<file path="config.mk">
export PLATFORM = sky130hd
export DESIGN_NAME = mtimer_flat
export DESIGN_NICKNAME = d
export VERILOG_FILES = /design/src/rtl/mtimer_if.sv /design/src/rtl/mtimer.sv /design/src/flat_wrapper.sv
export SDC_FILE = /design/constraint.sdc
export NUM_CORES = 1
export LEC_CHECK = 0
export CORE_MARGIN = 3
export CORE_UTILIZATION = 47
export DETAILED_ROUTE_END_ITERATION = 8
export GPL_TIMING_DRIVEN = 0
export PLACE_DENSITY = 0.7
export SLEW_MARGIN = 20
export SYNTH_ARGS = -nofsm -noshare
export SYNTH_HDL_FRONTEND = slang
export SYNTH_SLANG_ARGS = --single-unit
</file>
<file path="constraint.sdc">
create_clock -name clk_i -period 7.57 [get_ports clk_i]
set_input_delay 1.514 -clock clk_i [delete_from_list [all_inputs] [get_ports clk_i]]
set_output_delay 1.514 -clock clk_i [all_outputs]
set_load 0.01 [all_outputs]
</file>
<file path="src/rtl/mtimer_if.sv">
// Wishbone slave bus bundle for the machine timer; signal suffixes are from the timer's point of view.
interface mtimer_if;
  logic        wb_cyc_i;
  logic        wb_stb_i;
  logic        wb_we_i;
  logic [2:0]  wb_adr_i;
  logic [31:0] wb_dat_i;
  logic [3:0]  wb_sel_i;
  logic [31:0] wb_dat_o;
  logic        wb_ack_o;

  modport slave (
    input  wb_cyc_i, wb_stb_i, wb_we_i, wb_adr_i, wb_dat_i, wb_sel_i,
    output wb_dat_o, wb_ack_o
  );

  modport master (
    output wb_cyc_i, wb_stb_i, wb_we_i, wb_adr_i, wb_dat_i, wb_sel_i,
    input  wb_dat_o, wb_ack_o
  );
endinterface

</file>
<file path="src/rtl/mtimer.sv">
// Machine timer: 64-bit mtime/mtimecmp with prescaler, Wishbone-mapped; irq_o registered from the compare.
// Every request acked one edge later for one cycle (back-to-back requests every other cycle); no stall beyond that.
module mtimer #(
  parameter int PRESCALE_W = 8  // DIV lives in CTRL[8 +: PRESCALE_W], so at most 24
) (
  input  logic        clk_i,
  input  logic        rst_i,
  mtimer_if.slave     wb,
  output logic [63:0] mtime_o,
  output logic        irq_o
);

  localparam logic [2:0] ADR_MTIME_LO = 3'd0;
  localparam logic [2:0] ADR_MTIME_HI = 3'd1;
  localparam logic [2:0] ADR_CMP_LO   = 3'd2;
  localparam logic [2:0] ADR_CMP_HI   = 3'd3;
  localparam logic [2:0] ADR_CTRL     = 3'd4;
  localparam logic [PRESCALE_W-1:0] CNT_ONE = PRESCALE_W'(1);

  logic [63:0]           r_mtime;
  logic [63:0]           r_mtimecmp;
  logic                  r_en;
  logic [PRESCALE_W-1:0] r_div;
  logic [PRESCALE_W-1:0] r_cnt;
  logic                  r_ack;
  logic [31:0]           r_dat;
  logic                  r_irq;

  logic                  w_req;
  logic                  w_wr;
  logic                  w_ctrl_wr;
  logic                  w_tick;
  logic [31:0]           w_ctrl;
  logic [31:0]           w_rdata;
  logic [63:0]           w_mtime_nxt;
  logic [63:0]           w_mtimecmp_nxt;
  logic                  w_en_nxt;
  logic [PRESCALE_W-1:0] w_div_nxt;
  logic [PRESCALE_W-1:0] w_cnt_nxt;

  function automatic logic [31:0] f_merge(input logic [31:0] old_v,
                                          input logic [31:0] new_v,
                                          input logic [3:0]  sel);
    logic [31:0] res;
    res = old_v;
    for (int b = 0; b < 4; b++) begin
      if (sel[b]) res[8*b +: 8] = new_v[8*b +: 8];
    end
    return res;
  endfunction

  // The held ack masks the request so each transfer is seen exactly once.
  assign w_req     = wb.wb_cyc_i & wb.wb_stb_i & ~r_ack;
  assign w_wr      = w_req & wb.wb_we_i;
  assign w_ctrl_wr = w_wr & (wb.wb_adr_i == ADR_CTRL);
  assign w_tick    = r_en & (r_cnt == r_div);

  always_comb begin
    w_ctrl                   = '0;
    w_ctrl[0]                = r_en;
    w_ctrl[8 +: PRESCALE_W]  = r_div;
  end

  always_comb begin
    w_rdata = '0;
    case (wb.wb_adr_i)
      ADR_MTIME_LO: w_rdata = r_mtime[31:0];
      ADR_MTIME_HI: w_rdata = r_mtime[63:32];
      ADR_CMP_LO:   w_rdata = r_mtimecmp[31:0];
      ADR_CMP_HI:   w_rdata = r_mtimecmp[63:32];
      ADR_CTRL:     w_rdata = w_ctrl;
      default:      w_rdata = '0;
    endcase
  end

  // A bus write to mtime replaces the tick's increment rather than adding to it.
  always_comb begin
    w_mtime_nxt    = w_tick ? r_mtime + 64'd1 : r_mtime;
    w_mtimecmp_nxt = r_mtimecmp;
    w_en_nxt       = r_en;
    w_div_nxt      = r_div;
    if (w_wr) begin
      case (wb.wb_adr_i)
        ADR_MTIME_LO: w_mtime_nxt = {r_mtime[63:32],
                                     f_merge(r_mtime[31:0], wb.wb_dat_i, wb.wb_sel_i)};
        ADR_MTIME_HI: w_mtime_nxt = {f_merge(r_mtime[63:32], wb.wb_dat_i, wb.wb_sel_i),
                                     r_mtime[31:0]};
        ADR_CMP_LO:   w_mtimecmp_nxt = {r_mtimecmp[63:32],
                                        f_merge(r_mtimecmp[31:0], wb.wb_dat_i, wb.wb_sel_i)};
        ADR_CMP_HI:   w_mtimecmp_nxt = {f_merge(r_mtimecmp[63:32], wb.wb_dat_i, wb.wb_sel_i),
                                        r_mtimecmp[31:0]};
        ADR_CTRL: begin
          if (wb.wb_sel_i[0]) w_en_nxt = wb.wb_dat_i[0];
          for (int i = 0; i < PRESCALE_W; i++) begin
            if (wb.wb_sel_i[1 + i/8]) w_div_nxt[i] = wb.wb_dat_i[8 + i];
          end
        end
        default: ;
      endcase
    end
  end

  always_comb begin
    w_cnt_nxt = r_cnt + CNT_ONE;
    if (w_ctrl_wr || !r_en || w_tick) w_cnt_nxt = '0;
  end

  always_ff @(posedge clk_i or posedge rst_i) begin
    if (rst_i) begin
      r_mtime    <= '0;
      r_mtimecmp <= '1;
      r_en       <= 1'b0;
      r_div      <= '0;
      r_cnt      <= '0;
      r_ack      <= 1'b0;
      r_dat      <= '0;
      r_irq      <= 1'b0;
    end else begin
      r_mtime    <= w_mtime_nxt;
      r_mtimecmp <= w_mtimecmp_nxt;
      r_en       <= w_en_nxt;
      r_div      <= w_div_nxt;
      r_cnt      <= w_cnt_nxt;
      r_ack      <= w_req;
      r_dat      <= w_req ? w_rdata : 32'd0;
      r_irq      <= (r_mtime >= r_mtimecmp);
    end
  end

  assign wb.wb_ack_o = r_ack;
  assign wb.wb_dat_o = r_dat;
  assign mtime_o     = r_mtime;
  assign irq_o       = r_irq;

endmodule

</file>
<file path="src/flat_wrapper.sv">
// flat-port wrapper written by rule: the top's interface ports become plain ports
module mtimer_flat 
#(
  parameter int PRESCALE_W = 8                                                      
)
  (clk_i, rst_i, mtime_o, irq_o, wb_wb_cyc_i, wb_wb_stb_i, wb_wb_we_i, wb_wb_adr_i, wb_wb_dat_i, wb_wb_sel_i, wb_wb_dat_o, wb_wb_ack_o);
  mtimer_if wb_i ();
  input  logic clk_i;
  input  logic rst_i;
  output logic [63:0] mtime_o;
  output logic irq_o;
  input wire logic [$bits(wb_i.wb_cyc_i)-1:0] wb_wb_cyc_i;
  input wire logic [$bits(wb_i.wb_stb_i)-1:0] wb_wb_stb_i;
  input wire logic [$bits(wb_i.wb_we_i)-1:0] wb_wb_we_i;
  input wire logic [$bits(wb_i.wb_adr_i)-1:0] wb_wb_adr_i;
  input wire logic [$bits(wb_i.wb_dat_i)-1:0] wb_wb_dat_i;
  input wire logic [$bits(wb_i.wb_sel_i)-1:0] wb_wb_sel_i;
  output wire logic [$bits(wb_i.wb_dat_o)-1:0] wb_wb_dat_o;
  output wire logic [$bits(wb_i.wb_ack_o)-1:0] wb_wb_ack_o;
  assign wb_i.wb_cyc_i = wb_wb_cyc_i;
  assign wb_i.wb_stb_i = wb_wb_stb_i;
  assign wb_i.wb_we_i = wb_wb_we_i;
  assign wb_i.wb_adr_i = wb_wb_adr_i;
  assign wb_i.wb_dat_i = wb_wb_dat_i;
  assign wb_i.wb_sel_i = wb_wb_sel_i;
  assign wb_wb_dat_o = wb_i.wb_dat_o;
  assign wb_wb_ack_o = wb_i.wb_ack_o;
  mtimer #(.PRESCALE_W(PRESCALE_W)) u_core (.clk_i(clk_i), .rst_i(rst_i), .wb(wb_i), .mtime_o(mtime_o), .irq_o(irq_o));
endmodule
</file>
==> run_results.csv <==
group,metric,value,unit
synth,avgSynthCellArea,9.00,µm²
routing,top_layer,"met4",
power,switching_power,0.00112,W
die,rows,55,
die,start_util,48.3,%
power,finalPower,0.00312,W
power,leakage,5.25,nW
placement,hpwl,29.3,mm
clock_tree,clkTransAtPathRegs,70,ps
sta,fmax,238,MHz
routing,vias,10900,
routing,routed-wl-met3,4.03,mm
grt,grt_pass1_wl,60.8,mm
synth,yosysTopAreaCellShare,26.0,%
routing,met1_length,16.0,mm
sta,slew_violations,0,
clock_tree,cts_resized,0,
clock_tree,clk_latency,440,ps
power,swShare,35.8,%
grt,antenna_found_initial,0,
finish,layout.nets,1499,
routing,dr.pass1.iters,7,
die,die_x,160,µm
critical_path,critical_path.max_fanout,10,
sta,period_needed,4210,ps
routing,wl_per_cell,23.2,µm
grt,grt_use_total,30.5,%
clock_tree,cts_buffers,17,
placement,place.gp.congestion,0.959,
synth,yosysWarnings,0,
power,power_per_cell_area,232,nW/µm²
sta,worst_pin_slew,1190,ps
clock_tree,root_buffer,"clkbuf_16",
clock_tree,cts_max_level,4,
synth,ys.flop_type,"dfrtp_1",
synth,synth_edf_count,0,
sta,rsz0062_at_grt,"false",
synth,synthArstFlopShare,100,%
finish,syn_to_final_growth,21.7,%
critical_path,arrival,4530,ps
routing,drcViolationCount,0,
power,pwr-share-clk,28.6,%
critical_path,required,7890,ps
clock_tree,cts_setup_buffers,0,
clock_tree,cts_tree,"yes",
synth,yosys.area.top_type,"dfrtp_1",
die,io_pins,142,
clock_tree,cts_buffer_depth,2,
synth,ys_types,69,
die,core_area,22900,µm²
grt,first_global_vias,10400,
synth,synth.area.top_cells,"dfrtp_1, dfstp_2, ha_1, nand2_1, a22oi_1",
critical_path,endpoint_kind,"flop",
routing,ant_nets,0,
critical_path,path_class,"input port to flop",
clock_tree,cts_sinks,179,
synth,yosysSeqAreaShare,41.2,%
job,maxCapViolCount,0,
synth,ys_seq_elements,179,
power,combPwrFrac,28.1,%
power,internal-power,0.00200,W
clock_tree,ctsHoldBuffers,0,
die,die_h,160,µm
sta,slew_headroom,20.6,%
power,pwr-share-seq,43.3,%
routing,routed_via_density,6.38,
worst_hold_path,hold_class,"flop to flop",
sta,final-setup-viol-count,0,
routing,wl_met2,18.0,mm
finish,finalInstanceArea,13500,µm²
synth,syn_area,11100,µm²
finish,insertedDiodeCount,0,
grt,gr-total-overflow,0,
grt,grt_max_degree,94,
critical_path,start_kind,"input port",
placement,dpl-instance-area,12900,µm²
outcome,status,"complete, no violations",
routing,wirelength,39.8,mm
synth,syn_inst,1231,
sta,finalClockSkew,9.12,ps
routing,drt-initial-drc-count,1427,
placement,port-buffer-count,136,
sta,finalCritPeriodShare,55.6,%
synth,syn_nets,1341,
power,vdd_drop_max,0.152,mV
sta,hold_viol,0,
finish,drive_gt1_share,12.3,%
die,dieArea,25400,µm²
==> worst max-delay path, cell delays in order <==
cell             delay [ps]
clkdlybuf4s50_1         480
nand4b_1                190
clkbuf_1                320
nor2_1                  590
clkbuf_1                550
clkbuf_1                590
nand3_1                 170
o311ai_0                120
==> cells by family after synthesis <==
kind of cell               Yosys count  synth area share (%)
muxes                               45                  4.54
and+or+nand+nor                    415                  18.7
adders and majority gates           66                  7.46
AOI/OAI and AO/OA                  355                  21.3
DFF                                179                  41.2
buffers and inverters              150                  5.25
xor gates and xnor gates            21                  1.66
==> cell usage in the layout (no fill, tap or decap), types with 7 or more instances in the layout <==
cell type	instances
a31o_2	8
o22a_1	10
nand3_1	60
a22oi_1	68
and4_1	11
a311oi_1	11
o22ai_1	10
nand2_1	153
and3_1	19
nand4_1	31
a31oi_1	11
o311ai_0	8
clkdlybuf4s50_1	136
clkbuf_1	56
o21ai_0	92
xor2_1	11
ha_1	66
a32oi_1	8
a211oi_1	13
mux2_2	42
dfrtp_1	115
xnor2_1	10
a21oi_1	65
and2_1	8
nor2_1	76
inv_1	84
or3_1	7
dfstp_2	64
clkbuf_16	17
nor3_1	15
==> final cells by class <==
class / instances / area [µm²]
fill: 2054 / 9440
multi-input combinational: 902 / 5960
sequential: 179 / 4560
timing repair buffer: 139 / 1400
clock buffer: 20 / 457
tap: 313 / 392
inverter: 85 / 327
buffer: 65 / 263
clock inverter: 12 / 123
==> through the flow <==
step                      utilization (%)  worst slack [ps]  instances  hold WS (ps)  TNS (ps)
after floorplan                         -              1300       1231           457         0
after global placement               56.0             -1290       1680           464   -146280
after detailed placement             56.2              3070       1683           474         0
after CTS                            58.8              3510       1715           485         0
after global routing                 58.8              3210       1715           499         0
final                                58.8              3360       1715           483         0
==> layer usage <==
metal / up-vias / GRT usage [%]
li1: 4857 / -
met1: 5287 / 41.1
met2: 664 / 47.1
met3: 139 / 7.15
met4: 0 / 13.3
met5: - / 0
==> sequential cells by signal (all words and copies together), names as in the netlist <==
signal and cells:
u_core.mtime_o 64, u_core.r_mtimecmp 64, u_core.wb.wb_dat_o 32, u_core.r_cnt 8
u_core.r_div 8, u_core.irq_o 1, u_core.r_en 1, u_core.wb.wb_ack_o 1
==> synth_stat cells, drive strengths merged (11+ instances only) <==
cell	n
and3	19
a21oi	65
mux2	42
inv	85
a31oi	11
o311ai	15
a211oi	13
nand3	62
a311oi	11
ha	66
a22oi	68
clkbuf	56
dfrtp	115
xor2	11
nor3	18
nand2	153
o21ai	94
nor2	76
dfstp	64
nand4	33
and4	11
==> final timing paths <==
check	from	to	depth (start not counted)	slack [ps]
setup / recovery	wb_wb_cyc_i	u_core.mtime_o[44]$_DFFE_PP0P_	8	3360
setup reg to reg	u_core.mtime_o[0]$_DFFE_PP0P_	u_core.irq_o$_DFF_PP0_	10	3740
min in group asynchronous	rst_i	u_core.wb.wb_dat_o[3]$_DFF_PP0_	2	1570
hold / removal	u_core.r_mtimecmp[11]$_DFFE_PP1P_	u_core.r_mtimecmp[11]$_DFFE_PP1P_	2	480
max in group asynchronous	rst_i	u_core.r_mtimecmp[21]$_DFFE_PP1P_	3	5070
hold reg to reg	u_core.r_mtimecmp[11]$_DFFE_PP1P_	u_core.r_mtimecmp[11]$_DFFE_PP1P_	2	480
==> power by group through the flow <==
| stage | registers (W) | logic [W] | clock network, W |
|---|---|---|---|
| after floorplan | 0.00131 | 0.000464 | 0 |
| after global placement | 0.00135 | 0.000836 | 0 |
| after detailed placement | 0.00136 | 0.000862 | 0 |
| after CTS | 0.00134 | 0.000868 | 0.000896 |
| after global routing | 0.00137 | 0.000962 | 0.000933 |
| final | 0.00135 | 0.000876 | 0.000892 |
Note: power is estimated with default switching activity, not from simulation.
